$ cat src/rtl/hangman_driver_if.sv
// Guess queue, game core link and result signals of the hangman driver.
interface hangman_driver_if;
    logic [4:0] letter_in;
    logic       letter_valid;
    logic       letter_ready;
    logic       letter_err;
    logic       new_game;
    logic [5:0] game_input;
    logic [6:0] game_output;
    logic       result_valid;
    logic       result_hit;
    logic [4:0] result_mask;
    logic [2:0] miss_count;
    logic       game_won;
    logic       game_lost;
    logic       busy;

    // Player/game-core side
    modport master (
        output letter_in, letter_valid, new_game, game_output,
        input  letter_ready, letter_err, game_input, result_valid, result_hit,
               result_mask, miss_count, game_won, game_lost, busy
    );

    // Driver side
    modport slave (
        input  letter_in, letter_valid, new_game, game_output,
        output letter_ready, letter_err, game_input, result_valid, result_hit,
               result_mask, miss_count, game_won, game_lost, busy
    );
endinterface

$ cat src/rtl/hangman_driver.sv
// Hangman driver: queues guess letters, strobes them into the game core one at a time,
// waits for the core to settle and reports whether each guess revealed a new position.
module hangman_driver #(
    parameter int unsigned FIFO_DEPTH    = 4,
    parameter int unsigned SETTLE_CYCLES = 8,
    parameter int unsigned START_CYCLES  = 3
) (
    input logic             clk,
    input logic             reset,
    hangman_driver_if.slave bus
);
    localparam int unsigned   PtrW       = (FIFO_DEPTH > 1) ? $clog2(FIFO_DEPTH) : 1;
    localparam logic [PtrW:0] Full       = FIFO_DEPTH[PtrW:0];
    localparam logic [3:0]    SettleLast = 4'(SETTLE_CYCLES - 1);
    localparam logic [3:0]    StartLast  = 4'(START_CYCLES - 1);

    typedef enum logic [2:0] {
        StIdle, StStart, StStartWait, StReady, StIssue, StSettle, StEval, StDone
    } state_e;

    state_e          state_q, state_d;
    logic [3:0]      cnt_q, cnt_d;
    logic [4:0]      mem [FIFO_DEPTH];
    logic [PtrW-1:0] wr_ptr_q, rd_ptr_q;
    logic [PtrW:0]   count_q;
    logic [4:0]      pre_mask_q;
    logic [5:0]      game_input_q;
    logic [4:0]      result_mask_q;
    logic [2:0]      miss_q;
    logic            won_q, lost_q, err_q;

    logic full, empty, code_ok, push, pop, flush, hit, game_over;

    assign full      = (count_q == Full);
    assign empty     = (count_q == '0);
    assign code_ok   = (bus.letter_in <= 5'd25);
    assign hit       = |(bus.game_output[4:0] & ~pre_mask_q);
    assign game_over = bus.game_output[5] | bus.game_output[6];

    // A full queue still takes a letter in READY because the head leaves on the same edge
    assign bus.letter_ready = !full || (state_q == StReady);
    assign push = bus.letter_valid && bus.letter_ready && code_ok && !flush;

    assign bus.game_input   = game_input_q;
    assign bus.result_valid = (state_q == StEval);
    assign bus.result_hit   = (state_q == StEval) && hit;
    assign bus.result_mask  = result_mask_q;
    assign bus.miss_count   = miss_q;
    assign bus.game_won     = won_q;
    assign bus.game_lost    = lost_q;
    assign bus.letter_err   = err_q;
    // IDLE counts as not busy so the idle output matches the reset value
    assign bus.busy = !(state_q inside {StIdle, StReady, StDone});

    // Next-state, wait counter, queue pop and flush decisions
    always_comb begin
        state_d = state_q;
        cnt_d   = cnt_q;
        pop     = 1'b0;
        flush   = 1'b0;
        unique case (state_q)
            StIdle: begin
                if (bus.new_game) state_d = StStart;
            end
            StStart: begin
                state_d = StStartWait;
                cnt_d   = '0;
            end
            StStartWait: begin
                if (cnt_q == StartLast) state_d = StReady;
                else                    cnt_d   = cnt_q + 4'd1;
            end
            StReady: begin
                if (bus.new_game) begin
                    flush   = 1'b1;
                    state_d = StStart;
                end else if (!empty) begin
                    pop     = 1'b1;
                    state_d = StIssue;
                end
            end
            StIssue: begin
                state_d = StSettle;
                cnt_d   = '0;
            end
            StSettle: begin
                if (cnt_q == SettleLast) state_d = StEval;
                else                     cnt_d   = cnt_q + 4'd1;
            end
            StEval: begin
                if (game_over) begin
                    flush   = 1'b1;
                    state_d = StDone;
                end else begin
                    state_d = StReady;
                end
            end
            StDone: begin
                flush = 1'b1;
                if (bus.new_game) state_d = StStart;
            end
            default: state_d = StIdle;
        endcase
    end

    // State and wait counter registers
    always_ff @(posedge clk) begin
        if (!reset) begin
            state_q <= StIdle;
            cnt_q   <= '0;
        end else begin
            state_q <= state_d;
            cnt_q   <= cnt_d;
        end
    end

    // Queue pointers and occupancy; pointers wrap naturally since depth is a power of two
    always_ff @(posedge clk) begin
        if (!reset || flush) begin
            wr_ptr_q <= '0;
            rd_ptr_q <= '0;
            count_q  <= '0;
        end else begin
            if (push) wr_ptr_q <= wr_ptr_q + 1'b1;
            if (pop)  rd_ptr_q <= rd_ptr_q + 1'b1;
            case ({push, pop})
                2'b10:   count_q <= count_q + 1'b1;
                2'b01:   count_q <= count_q - 1'b1;
                default: count_q <= count_q;
            endcase
        end
    end

    // Queue storage; a read of the head on a full push+pop edge sees the old entry
    always_ff @(posedge clk) begin
        if (push) mem[wr_ptr_q] <= bus.letter_in;
    end

    // Game core drive, guess evaluation and sticky game status
    always_ff @(posedge clk) begin
        if (!reset) begin
            game_input_q  <= '0;
            pre_mask_q    <= '0;
            result_mask_q <= '0;
            miss_q        <= '0;
            won_q         <= 1'b0;
            lost_q        <= 1'b0;
            err_q         <= 1'b0;
        end else begin
            err_q <= bus.letter_valid && !code_ok;
            // Strobe is high only while in START or ISSUE, each of which lasts one cycle
            if (state_d == StStart) game_input_q <= 6'h3f;
            else if (pop)           game_input_q <= {1'b1, mem[rd_ptr_q]};
            else                    game_input_q <= '0;
            if (pop) pre_mask_q <= bus.game_output[4:0];
            if (state_q == StStart) begin
                result_mask_q <= '0;
                miss_q        <= '0;
                won_q         <= 1'b0;
                lost_q        <= 1'b0;
            end else if (state_q == StEval) begin
                result_mask_q <= bus.game_output[4:0];
                if (!hit && miss_q != 3'd7) miss_q <= miss_q + 3'd1;
                won_q  <= bus.game_output[5];
                lost_q <= bus.game_output[6];
            end
        end
    end
endmodule

$ cat src/flat_wrapper.sv
// flat-port wrapper written by rule: the top's interface ports become plain ports
module hangman_driver_flat 
#(
    parameter int unsigned FIFO_DEPTH    = 4,
    parameter int unsigned SETTLE_CYCLES = 8,
    parameter int unsigned START_CYCLES  = 3
)
  (clk, reset, bus_letter_in, bus_letter_valid, bus_new_game, bus_game_output, bus_letter_ready, bus_letter_err, bus_game_input, bus_result_valid, bus_result_hit, bus_result_mask, bus_miss_count, bus_game_won, bus_game_lost, bus_busy);
  hangman_driver_if bus_i ();
  input logic clk;
  input logic reset;
  input wire logic [$bits(bus_i.letter_in)-1:0] bus_letter_in;
  input wire logic [$bits(bus_i.letter_valid)-1:0] bus_letter_valid;
  input wire logic [$bits(bus_i.new_game)-1:0] bus_new_game;
  input wire logic [$bits(bus_i.game_output)-1:0] bus_game_output;
  output wire logic [$bits(bus_i.letter_ready)-1:0] bus_letter_ready;
  output wire logic [$bits(bus_i.letter_err)-1:0] bus_letter_err;
  output wire logic [$bits(bus_i.game_input)-1:0] bus_game_input;
  output wire logic [$bits(bus_i.result_valid)-1:0] bus_result_valid;
  output wire logic [$bits(bus_i.result_hit)-1:0] bus_result_hit;
  output wire logic [$bits(bus_i.result_mask)-1:0] bus_result_mask;
  output wire logic [$bits(bus_i.miss_count)-1:0] bus_miss_count;
  output wire logic [$bits(bus_i.game_won)-1:0] bus_game_won;
  output wire logic [$bits(bus_i.game_lost)-1:0] bus_game_lost;
  output wire logic [$bits(bus_i.busy)-1:0] bus_busy;
  assign bus_i.letter_in = bus_letter_in;
  assign bus_i.letter_valid = bus_letter_valid;
  assign bus_i.new_game = bus_new_game;
  assign bus_i.game_output = bus_game_output;
  assign bus_letter_ready = bus_i.letter_ready;
  assign bus_letter_err = bus_i.letter_err;
  assign bus_game_input = bus_i.game_input;
  assign bus_result_valid = bus_i.result_valid;
  assign bus_result_hit = bus_i.result_hit;
  assign bus_result_mask = bus_i.result_mask;
  assign bus_miss_count = bus_i.miss_count;
  assign bus_game_won = bus_i.game_won;
  assign bus_game_lost = bus_i.game_lost;
  assign bus_busy = bus_i.busy;
  hangman_driver #(.FIFO_DEPTH(FIFO_DEPTH), .SETTLE_CYCLES(SETTLE_CYCLES), .START_CYCLES(START_CYCLES)) u_core (.clk(clk), .reset(reset), .bus(bus_i));
endmodule
$ cat config.mk
export PLATFORM = sky130hd
export DESIGN_NAME = hangman_driver_flat
export DESIGN_NICKNAME = d
export VERILOG_FILES = /design/src/rtl/hangman_driver_if.sv /design/src/rtl/hangman_driver.sv /design/src/flat_wrapper.sv
export SDC_FILE = /design/constraint.sdc
export NUM_CORES = 1
export LEC_CHECK = 0
export ABC_CLOCK_PERIOD_IN_PS = 7350
export CAP_MARGIN = 20
export CORE_MARGIN = 1
export CORE_UTILIZATION = 50
export DETAILED_ROUTE_END_ITERATION = 7
export GPL_ROUTABILITY_DRIVEN = 0
export PLACE_DENSITY_LB_ADDON = 0.25
export SLEW_MARGIN = 20
export SYNTH_ARGS = -nofsm -noshare
export SYNTH_HDL_FRONTEND = slang
export SYNTH_SLANG_ARGS = --single-unit
$ cat constraint.sdc
create_clock -name clk -period 7.35 [get_ports clk]
set_clock_uncertainty 0.2 [all_clocks]
set_input_delay 1.8375 -clock clk [delete_from_list [all_inputs] [get_ports clk]]
set_output_delay 1.8375 -clock clk [all_outputs]
set_load 0.02 [all_outputs]
==> results of run 1 <==
-- area by class of cell --
class                           count  area [um2]  share of cell area (%)
Timing Repair Buffer               36         360                    11.1
Clock buffer                       12         165                    5.11
Sequential cell                    58        1360                    42.1
Clock inverter                      4        72.6                    2.24
Tap cell                           67        83.8                    2.59
Multi-Input combinational cell    150        1140                    35.3
Inverter                           13        48.8                    1.51
-- through the flow --
stage | worst slack (ns) | cell area (um2) | util, % | hold slack, ns | instances
after floorplan | 2.82 | 2610 | - | 0.283 | 230
after global placement | 1.87 | 3000 | 61.4 | 0.267 | 324
after detailed placement | 1.84 | 3000 | 61.4 | 0.280 | 324
after CTS | 1.84 | 3230 | 66.3 | 0.289 | 340
after global routing | 1.77 | 3230 | 66.3 | 0.315 | 340
final | 1.83 | 3230 | 66.3 | 0.285 | 340
-- critical path: stages --
cell,delay [ns]
clkdlybuf4s50_1,0.43
nor2b_1,0.15
nor3_1,0.37
a21oi_1,0.12
clkdlybuf4s50_1,0.57
-- cell usage in the layout (no fill, tap or decap), drive strengths merged, types with 3 or more instances in the layout --
master / netlist / layout
clkbuf: 4 / 12
mux4: 5 / 5
nand2: 9 / 9
o41ai: 3 / 3
dfxtp: 38 / 38
nand3: 8 / 8
nor2b: 9 / 9
ha: 9 / 9
xor2: 3 / 3
clkdlybuf4s50: 0 / 36
edfxtp: 20 / 20
nor3: 4 / 4
and2: 5 / 5
inv: 13 / 13
a21oi: 12 / 12
o21ai: 10 / 10
nor2: 26 / 26
mux2i: 11 / 11
nand4: 5 / 5
xnor2: 5 / 5
-- path summary, 6_finish.rpt --
check                                           endpoint  slack, ns  cells after the start
worst min register to register  u_core.bus.miss_count[2]       0.28                      2
worst max register to register         u_core.count_q[2]       4.25                      9
worst max-delay path                      bus_result_hit       1.83                      5
worst min-delay path            u_core.bus.miss_count[2]       0.28                      2
-- Yosys cell counts (all sizes together) (5+ instances only) --
master	number	area share (%)
a21oi	12	2.3
and2	5	1.2
buf	5	1.7
dfxtp	38	29
edfxtp	20	23
ha	9	4.3
inv	13	1.9
mux2i	11	4.2
mux4	5	4.3
nand2	9	1.3
nand3	8	1.7
nand4	5	1.2
nor2	26	3.7
nor2b	9	2.3
o21ai	10	1.9
xnor2	5	1.7
-- power groups by stage --
stage | sequential [W] | combinational [W] | clock [W]
final | 0.000361 | 0.0000871 | 0.000339
after global routing | 0.000364 | 0.0000977 | 0.000362
after CTS | 0.000361 | 0.0000877 | 0.000346
after detailed placement | 0.000368 | 0.0000870 | 0
after global placement | 0.000367 | 0.0000855 | 0
after floorplan | 0.000368 | 0.0000549 | 0
-- cells by family (layout without fill, tap and decap cells) --
group	after synthesis	after routing	share of synthesized area (%)
and+or+nand+nor	79	79	17.3
DFF	58	58	52.1
AOI/OAI and AO/OA	36	36	9.20
buffers and inverters	22	65	4.17
muxes	17	17	9.10
adders and majority gates	10	10	5.08
xor gates and xnor gates	8	8	2.97
-- sequential cells by signal, summed over array words and instances (netlist names), 2 cells and up, named ones only --
register,count
u_core.bus.game_input,6
u_core.bus.miss_count,3
u_core.bus.result_mask,5
u_core.cnt_q,4
u_core.count_q,3
u_core.mem,20
u_core.pre_mask_q,5
u_core.rd_ptr_q,2
u_core.state_q,3
u_core.wr_ptr_q,2
-- layer usage --
| layer | wire length [um] | up-vias | track usage (%) |
|---|---|---|---|
| li1 | - | 903 | - |
| met1 | 2240 | 866 | 25.6 |
| met2 | 2190 | 50 | 31.4 |
| met3 | 263 | 6 | 7.18 |
| met4 | 76 | 0 | 10.1 |
| met5 | 0 | - | 0 |
==> key figures, run 1 <==
STA
  – Worst rel slew slack: 52.6%
  – Final Hold Vio Count: 0
  – Max Clk Rate: 0.181 GHz
  – Max Slew Vio Count: 0
  – Period utilisation layout: 75.1%
  – TNS Setup: 0 ns
  – Setup Viol. Count Final: 0
  – Least-Margin Pin Slew: 0.709 ns
  – Post-route minimum period: 5.52 ns
  – RSZ-0062 raised after global routing: no

Run status
  – Status: finished, final reports clean

Detailed routing
  – DRT Pass-1 Iters: 4
  – DRC Markers: 0
  – Drt total wl: 4.77 mm
  – Via density: 5.37
  – Post-detailed-route count of antenna-violating nets: 0
  – Vias: 1825
  – DRT iter0 DRCs: 70
  – Avg WL per Cell: 14.0 um

Cells and area
  – Final net count: 294
  – # diodes: 0
  – Share of cells above drive strength 1: 11.0%
  – Area Growth Syn to Fin: 23.8%
  – Fill cells: 391

CTS
  – Postcts setup bufs: 0
  – Clock sink count: 58
  – Clock Tree Root: clkbuf_8
  – Worst-path clk slew: 0.06 ns
  – CTS buffer count: 9
  – # H-tree levels: 3
  – CTS tree: built
  – Cells resized by post-CTS repair: 0
  – Clock latency on the worst-skew pair: 0.33 ns
  – CTS Buffer Depth: 2
  – Hold_buf cts: 0

Synthesis
  – Syn nets: 256
  – Synth warnings: 0
  – Synth Register Bits: 58
  – Post-Syn Instances: 230
  – Ys async rst share: 0%
  – EDFF count, synth: 20
  – Register area share after synthesis: 52.1%
  – Synthesized area per cell: 11.4 um2
  – Post-synth top flop: dfxtp_1
  – Distinct cell type count after synthesis: 50
  – Mapped cell area: 2610 um2

Global route
  – First-pass GRT wire length: 8.09 mm
  – Initial antenna violation count: 0
  – GRT Resource Usage Total: 20.4%
  – Remaining Overflow, GRT: 0
  – Largest net degree at the start of global routing: 18
  – Vias in the first global route: 1769

Floorplan
  – Row count: 25
  – Die area: 5520 um2
  – IO Pins: 37
  – Die Ht: 74.3 um
  – Initial Utilization: 53.5%
  – Core Area: 4880 um2
  – Width of the die: 74.3 um

Power and ir drop
  – Peak supply drop: 0.121 mV
  – Seq pwr share: 45.8%
  – Sw Pwr: 0.000182 W
  – Tot Pwr: 0.000788 W
  – Gate power share: 11.1%
  – Leak Pwr: 1.22 nW
  – PwrDens: 244 nW/um2
  – Switching Fraction: 23.0%
  – Clock power share: 43.1%
  – Internal power: 0.000606 W

Worst setup path
  – R2r startpoint: u_core.state_q[1]
  – Critical path launch point: bus_game_output[1]
  – Critical Path RT: 5.31 ns
  – Worst setup EP type: output port
  – Critical Path Source Type: input port
  – Critical Path AT: 3.48 ns
  – WS Path Type: in -> out
  – Max FO, Critical Path: 4

Run
  – Number of max-cap violations: 0

Worst hold path
  – Hold Path Class: reg -> reg
  – Worst Hold Launch: u_core.bus.miss_count[2]

Placed design
  – Hpwl dp: 3.33 mm
  – PortBufs: 36
Power figures use the tool's default switching activity.
==> inputs of run 2 (changes only) <==
Settings changed: ABC_CLOCK_PERIOD_IN_PS 7350 to 4700, CORE_UTILIZATION 50 to 49.
Clock period 7.35 ns to 4.7 ns, I/O delays scaled along.
==> key figures, run 2 (same netlist as run 1, synthesis figures left out) <==
Cells and area
  – Share of cells above drive strength 1: 11.6% (+0.65 points)
  – Max reg flops: 20 (unchanged)
  – Top reg by flops: u_core.mem
  – Final non-filler cell total: 345 (+1.5%)
  – Final net count: 296 (+0.68%)
  – Most frequent cells in the layout: 38 x dfxtp_1, 36 x clkdlybuf4s50_1, 26 x nor2_1
  – Most common cell after layout, fill and taps aside: dfxtp_1
  – # diodes: 0 (unchanged)
  – Area Growth Syn to Fin: 23.7% (about the same)

Power and ir drop
  – Internal power: 0.000904 W (+49%)
  – Gate power share: 11.5% (+0.4 points)
  – Sw Pwr: 0.000298 W (+64%)
  – Clock power share: 41.5% (-1.6 points)
  – PwrDens: 372 nW/um2 (+53%)
  – Seq pwr share: 47.0% (+1.2 points)
  – Switching Fraction: 24.8% (+1.7 points)
  – Peak supply drop: 0.197 mV (+63%)
  – Leak Pwr: 1.21 nW (-0.60%)

Floorplan
  – Die Ht: 75 um (+0.99%)
  – Die area: 5630 um2 (+2.0%)
  – Initial Utilization: 51.1% (-2.4 points)
  – Width of the die: 75 um (+0.99%)
  – Row count: 26 (+4.0%)
  – Core Area: 5110 um2 (+4.7%)
  – IO Pins: 37 (unchanged)

Global route
  – Initial antenna violation count: 0 (unchanged)
  – Vias in the first global route: 1759 (-0.57%)
  – Largest net degree at the start of global routing: 18 (unchanged)
  – GRT Resource Usage Total: 20.0% (-0.37 points)
  – First-pass GRT wire length: 8.18 mm (+1.2%)
  – Remaining Overflow, GRT: 0 (unchanged)

Worst setup path
  – Max FO, Critical Path: 4 (unchanged)
  – Max incr delay on CP: 0.56 ns (about the same)
  – Reg2reg path depth: 10 (+1)
  – Worst Setup EP: bus_result_hit
  – Critical Path Source Type: input port
  – Critical Path RT: 3.32 ns (-1.99 ns)
  – Worst reg-to-reg setup slack: 1.90 ns (-2.35 ns)
  – Critical path's most frequent cell: clkdlybuf4s50_1
  – Crit. path cell count: 5 (unchanged)
  – Critical Path AT: 2.84 ns (-0.64 ns)
  – Cell Chain, Critical Path: clkdlybuf4s50_1, nor2b_1, nor3_1, a21oi_1, clkdlybuf4s50_1
  – FF-to-FF End: u_core.count_q[2]
  – Critical path launch point: bus_game_output[1]
  – R2r startpoint: u_core.state_q[1]
  – Worst setup EP type: output port
  – WS Path Type: in -> out
  – CP max-delay cell: clkdlybuf4s50_1
  – Top delay family on crit path: buffers and inverters
  – CP bufs+invs: 2 (unchanged)

Detailed routing
  – Avg WL per Cell: 14.1 um (+0.39%)
  – DRT Pass-1 Iters: 4 (unchanged)
  – Post-detailed-route count of antenna-violating nets: 0 (unchanged)
  – Vias: 1811 (-0.77%)
  – DRC Markers: 0 (unchanged)
  – Drt total wl: 4.86 mm (+1.9%)
  – Via density: 5.25 (-2.2%)
  – DRT iter0 DRCs: 56 (-20%)

CTS
  – Postcts setup bufs: 0 (unchanged)
  – Clock sink count: 58 (unchanged)
  – CTS tree: built
  – CTS buffer count: 9 (unchanged)
  – Clock Tree Root: clkbuf_8
  – Hold_buf cts: 0 (unchanged)
  – Clock latency on the worst-skew pair: 0.32 ns (about the same)
  – CTS Buffer Depth: 2 (unchanged)
  – # H-tree levels: 3 (unchanged)
  – Worst-path clk slew: 0.07 ns (about the same)
  – Cells resized by post-CTS repair: 0 (unchanged)

STA
  – Period utilisation layout: 89.8%
  – Setup Viol. Count Final: 0 (unchanged)
  – TNS Setup: 0 ns (unchanged)
  – Worst rel slew slack: 57.3% (+4.8 points)
  – Least-Margin Pin Slew: 0.638 ns (-0.0712 ns)
  – Max Slew Vio Count: 0 (unchanged)
  – Final Hold Vio Count: 0 (unchanged)
  – RSZ-0062 raised after global routing: no
  – Post-route minimum period: 4.22 ns
  – Max Clk Rate: 0.237 GHz

Worst hold path
  – Hold Path Class: reg -> reg

Placed design
  – Placed cell count: 329 (+1.5%)
  – Hpwl dp: 3.43 mm (+2.8%)
  – PortBufs: 36 (unchanged)

Run status
  – Status: finished, final reports clean

Run
  – Number of max-cap violations: 0 (unchanged)
-- run 2: changes by cell type in the layout (fill, tap and decap cells not counted), sizes merged --
cell / previous run / this run
inv: 13 / 14
clkbuf: 12 / 9
buf: 0 / 2
clkinvlp: 0 / 2
-- run 2: power groups by stage --
stage          clock network (W)  logic (W)  registers [W]
2_1_floorplan                  0  0.0000859       0.000576
3_3_place_gp                   0   0.000135       0.000575
3_5_place_dp                   0   0.000138       0.000576
4_1_cts                 0.000510   0.000138       0.000565
5_1_grt                 0.000529   0.000156       0.000568
6_report                0.000499   0.000138       0.000565
-- run 2: metal layers --
| metal | track usage [%] | share of wire, % | vias to the layer above |
|---|---|---|---|
| met2 | 32.5 | 49 | 35 |
| met5 | 0 | 0 | - |
| met1 | 25.0 | 46 | 860 |
| li1 | - | - | 909 |
| met3 | 4.69 | 2.9 | 7 |
| met4 | 10.1 | 1.5 | 0 |
-- run 2: layout make-up --
cell class                      count  area [um2]
Multi-Input combinational cell    150        1140
Sequential cell                    58        1360
Fill cell                         410        1880
Timing Repair Buffer               38         375
Inverter                           13        48.8
Tap cell                           70        87.6
Clock inverter                      7        92.6
Clock buffer                        9         124
-- run 2: worst reg2reg max path: cells and delay by family (launching register included) --
kind / cells / cell delay [ns]
flops: 1 / 0.68
buf+inv: 2 / 0.33
fa+ha+maj: 2 / 0.66
simple gates: 4 / 0.53
xor+xnor: 2 / 0.29
-- run 2: metrics by stage --
step,setup slack (ns),total power [W],cell area [um2],utilization [%],hold slack [ns]
after floorplan,1.49,0.000662,2610,-,0.283
after global placement,0.507,0.000710,3010,59.0,0.278
after detailed placement,0.502,0.000714,3010,59.0,0.276
after CTS,0.496,0.00121,3230,63.3,0.285
after global routing,0.359,0.00125,3230,63.3,0.319
final,0.481,0.00120,3230,63.3,0.284
-- run 2: worst min path at each step --
stage,end,startpoint,cells after the start
after global placement,u_core.bus.result_mask[0],u_core.bus.result_mask[0],2
after CTS,u_core.bus.miss_count[2],u_core.bus.miss_count[2],2
after global routing,u_core.bus.miss_count[2],u_core.bus.miss_count[2],2
after detailed placement,u_core.bus.miss_count[2],u_core.bus.miss_count[2],2
final,u_core.bus.miss_count[2],u_core.bus.miss_count[2],2
after floorplan,u_core.pre_mask_q[1],u_core.pre_mask_q[1],2
==> inputs of run 3 (changes only) <==
Settings changed: ABC_CLOCK_PERIOD_IN_PS 4700 to unset.
==> results of run 3 <==
The final DEF is identical to that of run 2; final timing and power are the same.
